--- config.mk ---
export PLATFORM = sky130hd
export DESIGN_NAME = ram_1h_arbiter
export DESIGN_NICKNAME = d
export VERILOG_FILES = /design/src/rtl/ram_1h_arbiter.sv
export SDC_FILE = /design/constraint.sdc
export NUM_CORES = 1
export LEC_CHECK = 0
export BUFFER_PORTS_ARGS = -buffer_cell sky130_fd_sc_hd__buf_4
export CAP_MARGIN = 30
export CORE_MARGIN = 2
export CORE_UTILIZATION = 46
export CTS_CLUSTER_DIAMETER = 120
export DETAILED_ROUTE_END_ITERATION = 8
export HOLD_SLACK_MARGIN = 0.06
export PLACE_DENSITY = 0.88
export SLEW_MARGIN = 20
export SYNTH_ARGS = -nofsm -noshare
export SYNTH_HDL_FRONTEND = slang
export SYNTH_SLANG_ARGS = --single-unit
--- constraint.sdc ---
create_clock -name clock_i -period 1.8 [get_ports clock_i]
set_clock_uncertainty 0.1 [all_clocks]
set_input_delay 0.09 -clock clock_i [delete_from_list [all_inputs] [get_ports clock_i]]
set_output_delay 0.09 -clock clock_i [all_outputs]
set_load 0.005 [all_outputs]
--- src/rtl/ram_1h_arbiter.sv ---
// Single-port RAM arbiter: power-up clear, then video-priority sharing
// with a CPU port protected against starvation.
module ram_1h_arbiter #(
  parameter int unsigned addr_width_g = 11,
  parameter int unsigned data_width_g = 8,
  parameter logic [data_width_g-1:0] clear_value_g = '0,
  parameter int unsigned starve_limit_g = 4
) (
  input  logic                    clock_i,
  input  logic                    reset_i,
  input  logic                    cpu_req_i,
  input  logic                    cpu_we_i,
  input  logic [addr_width_g-1:0] cpu_addr_i,
  input  logic [data_width_g-1:0] cpu_din_i,
  output logic [data_width_g-1:0] cpu_dout_o,
  output logic                    cpu_ack_o,
  input  logic                    vid_req_i,
  input  logic [addr_width_g-1:0] vid_addr_i,
  output logic [data_width_g-1:0] vid_dout_o,
  output logic                    vid_valid_o,
  output logic                    ram_clken_o,
  output logic                    ram_wren_o,
  output logic [addr_width_g-1:0] ram_address_o,
  output logic [data_width_g-1:0] ram_data_o,
  input  logic [data_width_g-1:0] ram_q_i,
  output logic                    clear_done_o
);

  localparam int unsigned SW = $clog2(starve_limit_g + 1);
  localparam logic [SW-1:0] STARVE_MAX = SW'(starve_limit_g);
  localparam logic [addr_width_g-1:0] LAST_ADDR = '1;

  typedef enum logic {
    S_CLEAR,
    S_RUN
  } state_e;

  state_e state_q, state_d;

  logic [addr_width_g-1:0] clr_cnt_q, clr_cnt_d;
  logic [SW-1:0] starve_q, starve_d;
  logic out_q, out_d;

  logic p1_cpu_q, p1_we_q, p1_vid_q;
  logic cpu_ack_q, vid_valid_q;
  logic [data_width_g-1:0] cpu_dout_q, vid_dout_q;

  logic run;
  logic clearing;
  logic cpu_elig;
  logic starved;
  logic cpu_gnt;
  logic vid_gnt;

  // State register
  always_ff @(posedge clock_i or posedge reset_i) begin
    if (reset_i) begin
      state_q   <= S_CLEAR;
      clr_cnt_q <= '0;
    end else begin
      state_q   <= state_d;
      clr_cnt_q <= clr_cnt_d;
    end
  end

  // Next-state logic
  always_comb begin
    state_d   = state_q;
    clr_cnt_d = clr_cnt_q;
    unique case (state_q)
      S_CLEAR: begin
        clr_cnt_d = clr_cnt_q + 1'b1;
        if (clr_cnt_q == LAST_ADDR) begin
          state_d = S_RUN;
        end
      end
      S_RUN: begin
        state_d = S_RUN;
      end
      default: begin
        state_d = S_CLEAR;
      end
    endcase
  end

  assign run      = (state_q == S_RUN);
  assign clearing = (state_q == S_CLEAR) && !reset_i;
  assign cpu_elig = cpu_req_i && !out_q;
  assign starved  = (starve_q == STARVE_MAX);
  assign cpu_gnt  = run && cpu_elig && (!vid_req_i || starved);
  assign vid_gnt  = run && vid_req_i && !cpu_gnt;

  // Output logic: RAM port follows the current-cycle grant
  always_comb begin
    ram_clken_o   = 1'b0;
    ram_wren_o    = 1'b0;
    ram_address_o = '0;
    ram_data_o    = '0;
    unique case (1'b1)
      clearing: begin
        ram_clken_o   = 1'b1;
        ram_wren_o    = 1'b1;
        ram_address_o = clr_cnt_q;
        ram_data_o    = clear_value_g;
      end
      cpu_gnt: begin
        ram_clken_o   = 1'b1;
        ram_wren_o    = cpu_we_i;
        ram_address_o = cpu_addr_i;
        ram_data_o    = cpu_din_i;
      end
      vid_gnt: begin
        ram_clken_o   = 1'b1;
        ram_address_o = vid_addr_i;
      end
      default: begin
        ram_clken_o   = 1'b0;
      end
    endcase
  end

  always_comb begin
    out_d = out_q;
    if (cpu_gnt) begin
      out_d = 1'b1;
    end else if (cpu_ack_q) begin
      out_d = 1'b0;
    end
  end

  // Counts eligible CPU cycles lost to video, saturating at the limit
  always_comb begin
    starve_d = starve_q;
    if (cpu_gnt) begin
      starve_d = '0;
    end else if (cpu_elig && vid_gnt && !starved) begin
      starve_d = starve_q + 1'b1;
    end
  end

  always_ff @(posedge clock_i or posedge reset_i) begin
    if (reset_i) begin
      out_q    <= 1'b0;
      starve_q <= '0;
    end else begin
      out_q    <= out_d;
      starve_q <= starve_d;
    end
  end

  // Grant in T, RAM data in T+1, result presented in T+2
  always_ff @(posedge clock_i or posedge reset_i) begin
    if (reset_i) begin
      p1_cpu_q    <= 1'b0;
      p1_we_q     <= 1'b0;
      p1_vid_q    <= 1'b0;
      cpu_ack_q   <= 1'b0;
      vid_valid_q <= 1'b0;
      cpu_dout_q  <= '0;
      vid_dout_q  <= '0;
    end else begin
      p1_cpu_q    <= cpu_gnt;
      p1_we_q     <= cpu_gnt && cpu_we_i;
      p1_vid_q    <= vid_gnt;
      cpu_ack_q   <= p1_cpu_q;
      vid_valid_q <= p1_vid_q;
      if (p1_cpu_q && !p1_we_q) begin
        cpu_dout_q <= ram_q_i;
      end
      if (p1_vid_q) begin
        vid_dout_q <= ram_q_i;
      end
    end
  end

  assign cpu_ack_o    = cpu_ack_q;
  assign cpu_dout_o   = cpu_dout_q;
  assign vid_valid_o  = vid_valid_q;
  assign vid_dout_o   = vid_dout_q;
  assign clear_done_o = run;

endmodule
**Word-level counts from Yosys, hierarchy flattened**

Cells that the tools add are included.

- Flip-flop bits (word level): 37
- Logic and storage cells: 46

- Add/sub/neg operators: 2
- Equality and inequality tests: 2
- Muxes and demuxes: 10
- Bitwise gates (word level): 1
- Reductions and logical operators: 20

Operators by type and width:

| cell | count |
|---|---|
| case mux 11 bit (3 select lines) | 1 |
| adder 11 x 1 -> 11 bit, second input constant | 1 |
| == test 11 bit, second input constant | 1 |
| logical AND 1 bit | 10 |
| 2-to-1 mux 8 bit | 1 |
| logical NOT 1 bit | 6 |
| 2-to-1 mux 3 bit | 2 |
| 2-to-1 mux 1 bit | 4 |
| case mux 1 bit (2 select lines) | 2 |
| nonzero test 2 bit | 2 |
| adder 3 x 1 -> 3 bit, second input constant | 1 |
| == test 3 bit, second input constant | 1 |
| OR reduction 3 bit | 1 |
| logical OR 1 bit | 1 |
| NOT 1 bit | 1 |

**Longest topological paths before layout**

- Depth after elaboration: 10
- Gate-level depth with buffers: 6
- Depth with buffers taken out: 5

**Least setup slack after synthesis**

Ideal clock, no wire load.

- Kind: reg2out
- Start point: register starve_q[0]
- End point: output ram_address_o[10]
- Arrival: 1.398 ns
- Slack: 0.212 ns
- Cell stages (with the launch flop): 7
- Buffers on the path: 1
- Path through: dfrtp_1 inv_1 ha_1 a21boi_4 nor2_4 buf_6 a221o_1

- Word-level cells in the longest chain between the ends: 6

Ends and longest elaborated chain:

| element | RTL line | text |
|---|---|---|
| start, declared | 41 | `logic [SW-1:0] starve_q, starve_d;` |
| start signal, assigned | 147 | `starve_q <= starve_d;` |
| == test 3 bit * | 89 | `assign starved = (starve_q == STARVE_MAX);` |
| logical OR 1 bit * | 90 | `assign cpu_gnt = run && cpu_elig && (!vid_req_i \|\| starved);` |
| logical AND 1 bit * | 90 |  |
| logical NOT 1 bit | 91 | `assign vid_gnt = run && vid_req_i && !cpu_gnt;` |
| logical AND 1 bit | 91 |  |
| case mux 11 bit (3 select lines) * | 99 | `unique case (1'b1)` |
| end, declared | 23 | `output logic [addr_width_g-1:0] ram_address_o,` |

Every way passes the cells marked *; elsewhere a longest branch is shown, timed or not.

**Worst setup path after layout**

Same ends and word-level chain as after synthesis.

==> run metrics <==
outcome finished with violations; failing checks negative setup slack; initial antenna violation count 0; synth top area cells dfrtp_1 51%, mux2_2 11%, and2_1 6.5%; wire per inst 15.2 um; post-synthesis sequential area ratio 50.8%; Slew Viols, Final 0; CTS Root Cell clkbuf_8; final worst path period need 1.89 ns; clk slew on worst S/H paths 0.07 ns; number of CTS-inserted buffers 5; Yosys cell types 33; critical path fanouts, max 6; setup ws final -0.0874 ns; TritonCTS clock tree built; n_diodes 0; CTS Buffer Depth 2; DRT Pass-1 Iters 5; Initial Utilization 48.7%; Tot Pwr 1.55 mW; reg2reg start starve_q[0]; total grt overflow 0; Final Hold Fails 0; via-per-instance ratio 5.11; area leader, netlist dfrtp_1; gr usage total 22.3%; Via Count 1552; Required @ worst endpoint 1.61 ns; P_leak 1.41 nW; Site Rows 22; commonest non-fill, non-tap cell in the layout buf_4; final setup fails 19; vias in the first global route 1549; DP HPWL 3270 um; Syn Std Cell Area 1820 sq um; GPL Wtd Cong 0.862; Final ANT Viol Nets 0; critical path's largest stage delay 0.37 ns; synth warn 0; Relative slew margins 73.1%; PwrDens 556 nW/um^2; Slew @ Worst Pin 0.403 ns; Worst Reg-to-Reg Cells 8; critical-path cell list inv_2 > ha_4 > a21boi_4 > nor2_4 > buf_6 > a221o_1 > buf_4; clock network latency to the later pin of the worst-skew pair 0.28 ns; Ports 83; first-pass GRT wire length 7330 um; Post-Syn Nets 192; period utilization 105%; average cell area after synthesis 12.5 sq um; type of origin of the critical path flip-flop; largest net degree at the start of global routing 21; die height 66.9 um; Yosys reg bits 37; Hold Crit Depth 3; # clock sinks 37; class of the worst hold path in2reg; NumNets Final 301; fmax 530 MHz; Hold Crit Start cpu_req_i; core area 3740 sq um; CP arrival 1.70 ns; Setup CP Type reg2out; die footprint 4480 sq um; share of layout cells above drive strength 1 53.1%; final std cells w/o fill 304; ys flop type dfrtp_1; most frequent cells in the layout 94 x buf_4, 36 x dfrtp_1, 19 x and2_1, 17 x mux2_2, 11 x a221o_1; RSZ-0062 raised after global routing true; flop2flop setup slack 0.28 ns; Crit path max-delay family compound AO/OA/AOI/OAI gates; Post-synth ARST share 100%; DR DRC count 0; initial DRC count 68; CP Buf/Inv Count 3; CP max stage cell dfrtp_1; Crit. End Element primary output; cells after synthesis 146; Post-Route WL 4620 um; Hold EP p1_cpu_q; layout overhead on the synthesized area 53.6%; number of buffers added on ports 82; Worst R2R End starve_q[2]; Inst Count DP 274; top cell type's share of synthesized area 50.8%; htree depth 2; max-cap violation count 0; VDD IR max 0.392 mV; Post-synth EDFFs 0; chip width 66.9 um
Yosys cell counts, types with 2 or more instances:
master	n
buf_6	2
clkbuf_1	2
nand2_1	7
ha_1	3
a221o_1	11
buf_2	3
nor4_2	2
and2_1	19
nor3_1	3
nand4_1	2
inv_1	5
dfrtp_1	37
mux2_2	17
xor2_1	6
nor2_1	5
xnor2_1	5
flip-flops by register name, summed over array words and instances, names as in the netlist:
| signal | flops |
|---|---|
| p1_we_q | 1 |
| p1_vid_q | 1 |
| vid_valid_o | 1 |
| p1_cpu_q | 1 |
| cpu_ack_o | 1 |
| out_q | 1 |
| cpu_dout_o | 8 |
| clear_done_o | 1 |
| starve_q | 3 |
| clr_cnt_q | 11 |
| vid_dout_o | 8 |
worst min-delay path, cell delays in order:
cell	delay (ns)
buf_4	0.13
nand3b_4	0.14
nor2_2	0.08
report_power, final:
| group | switching (mW) | internal (mW) |
|---|---|---|
| sequential | 0.00429 | 0.840 |
| clock | 0.273 | 0.268 |
| combinational | 0.0577 | 0.112 |
| total | 0.335 | 1.22 |
repair_timing:
action | CTS | global route
endpoints found under the setup margin | 20 | 20
gates resized for setup | 7 | 3
pin swaps | 14 | 1
setup buffers | 7 | 3
gates cloned | 1 | 1
hold endpoints to repair | 54 | 0
hold buffers | 10 | 0
per-layer routing:
layer  track usage [%]  routed length [um]
met1              25.8                1950
met2              40.5                2340
met3              5.41                 259
met4              6.89                  77
met5                 0                   0
metrics by stage:
stage | instance area [sq um] | setup TNS, ns | worst slack, ns | util (%) | hold WS, ns
3_3_place_gp | 2490 | 0 | 0.101 | 66.5 | 0.0646
3_5_place_dp | 2490 | 0 | 0.0449 | 66.5 | 0.0851
4_1_cts | 2760 | -0.712 | -0.0756 | 73.6 | 0.121
2_1_floorplan | 1820 | 0 | 0.212 | - | 0.119
5_1_grt | 2800 | -2.42 | -0.162 | 74.8 | 0.115
6_report | 2800 | -1.04 | -0.0874 | 74.8 | 0.103
worst max-delay path by stage:
| stage | slack, ns | startpoint | cells after the start | endpoint |
|---|---|---|---|---|
| after detailed placement | 0.04 | starve_q[0] | 6 | ram_address_o[10] |
| after global placement | 0.10 | starve_q[0] | 6 | ram_address_o[5] |
| after global routing | -0.16 | starve_q[0] | 7 | ram_address_o[7] |
| final | -0.09 | starve_q[0] | 7 | ram_address_o[10] |
| after floorplan | 0.21 | starve_q[0] | 6 | ram_address_o[10] |
| after CTS | -0.08 | starve_q[0] | 7 | ram_address_o[10] |
cell type report:
cell class                 instances  area, sq um
clock inverter                     2         10.0
sequential                        37          927
timing repair buffer             107          840
fill                             261          945
multi-input combinational         99          871
inverter                           5         18.8
tap                               48         60.1
clock buffer                       6         72.6
cells by family (layout without fill, tap and decap cells):
kind of cell               count (synthesis)  in the layout  synth area share [%]
and+or+nand+nor                           47             49                  17.0
muxes                                     17             17                  10.5
DFF                                       37             37                  50.8
buffers and inverters                     12            120                  3.50
adders and majority gates                  3              3                  2.06
AOI/OAI and AO/OA                         19             19                  10.8
xor gates and xnor gates                  11             11                  5.29
No activity file was read; power rests on OpenSTA's default activity.
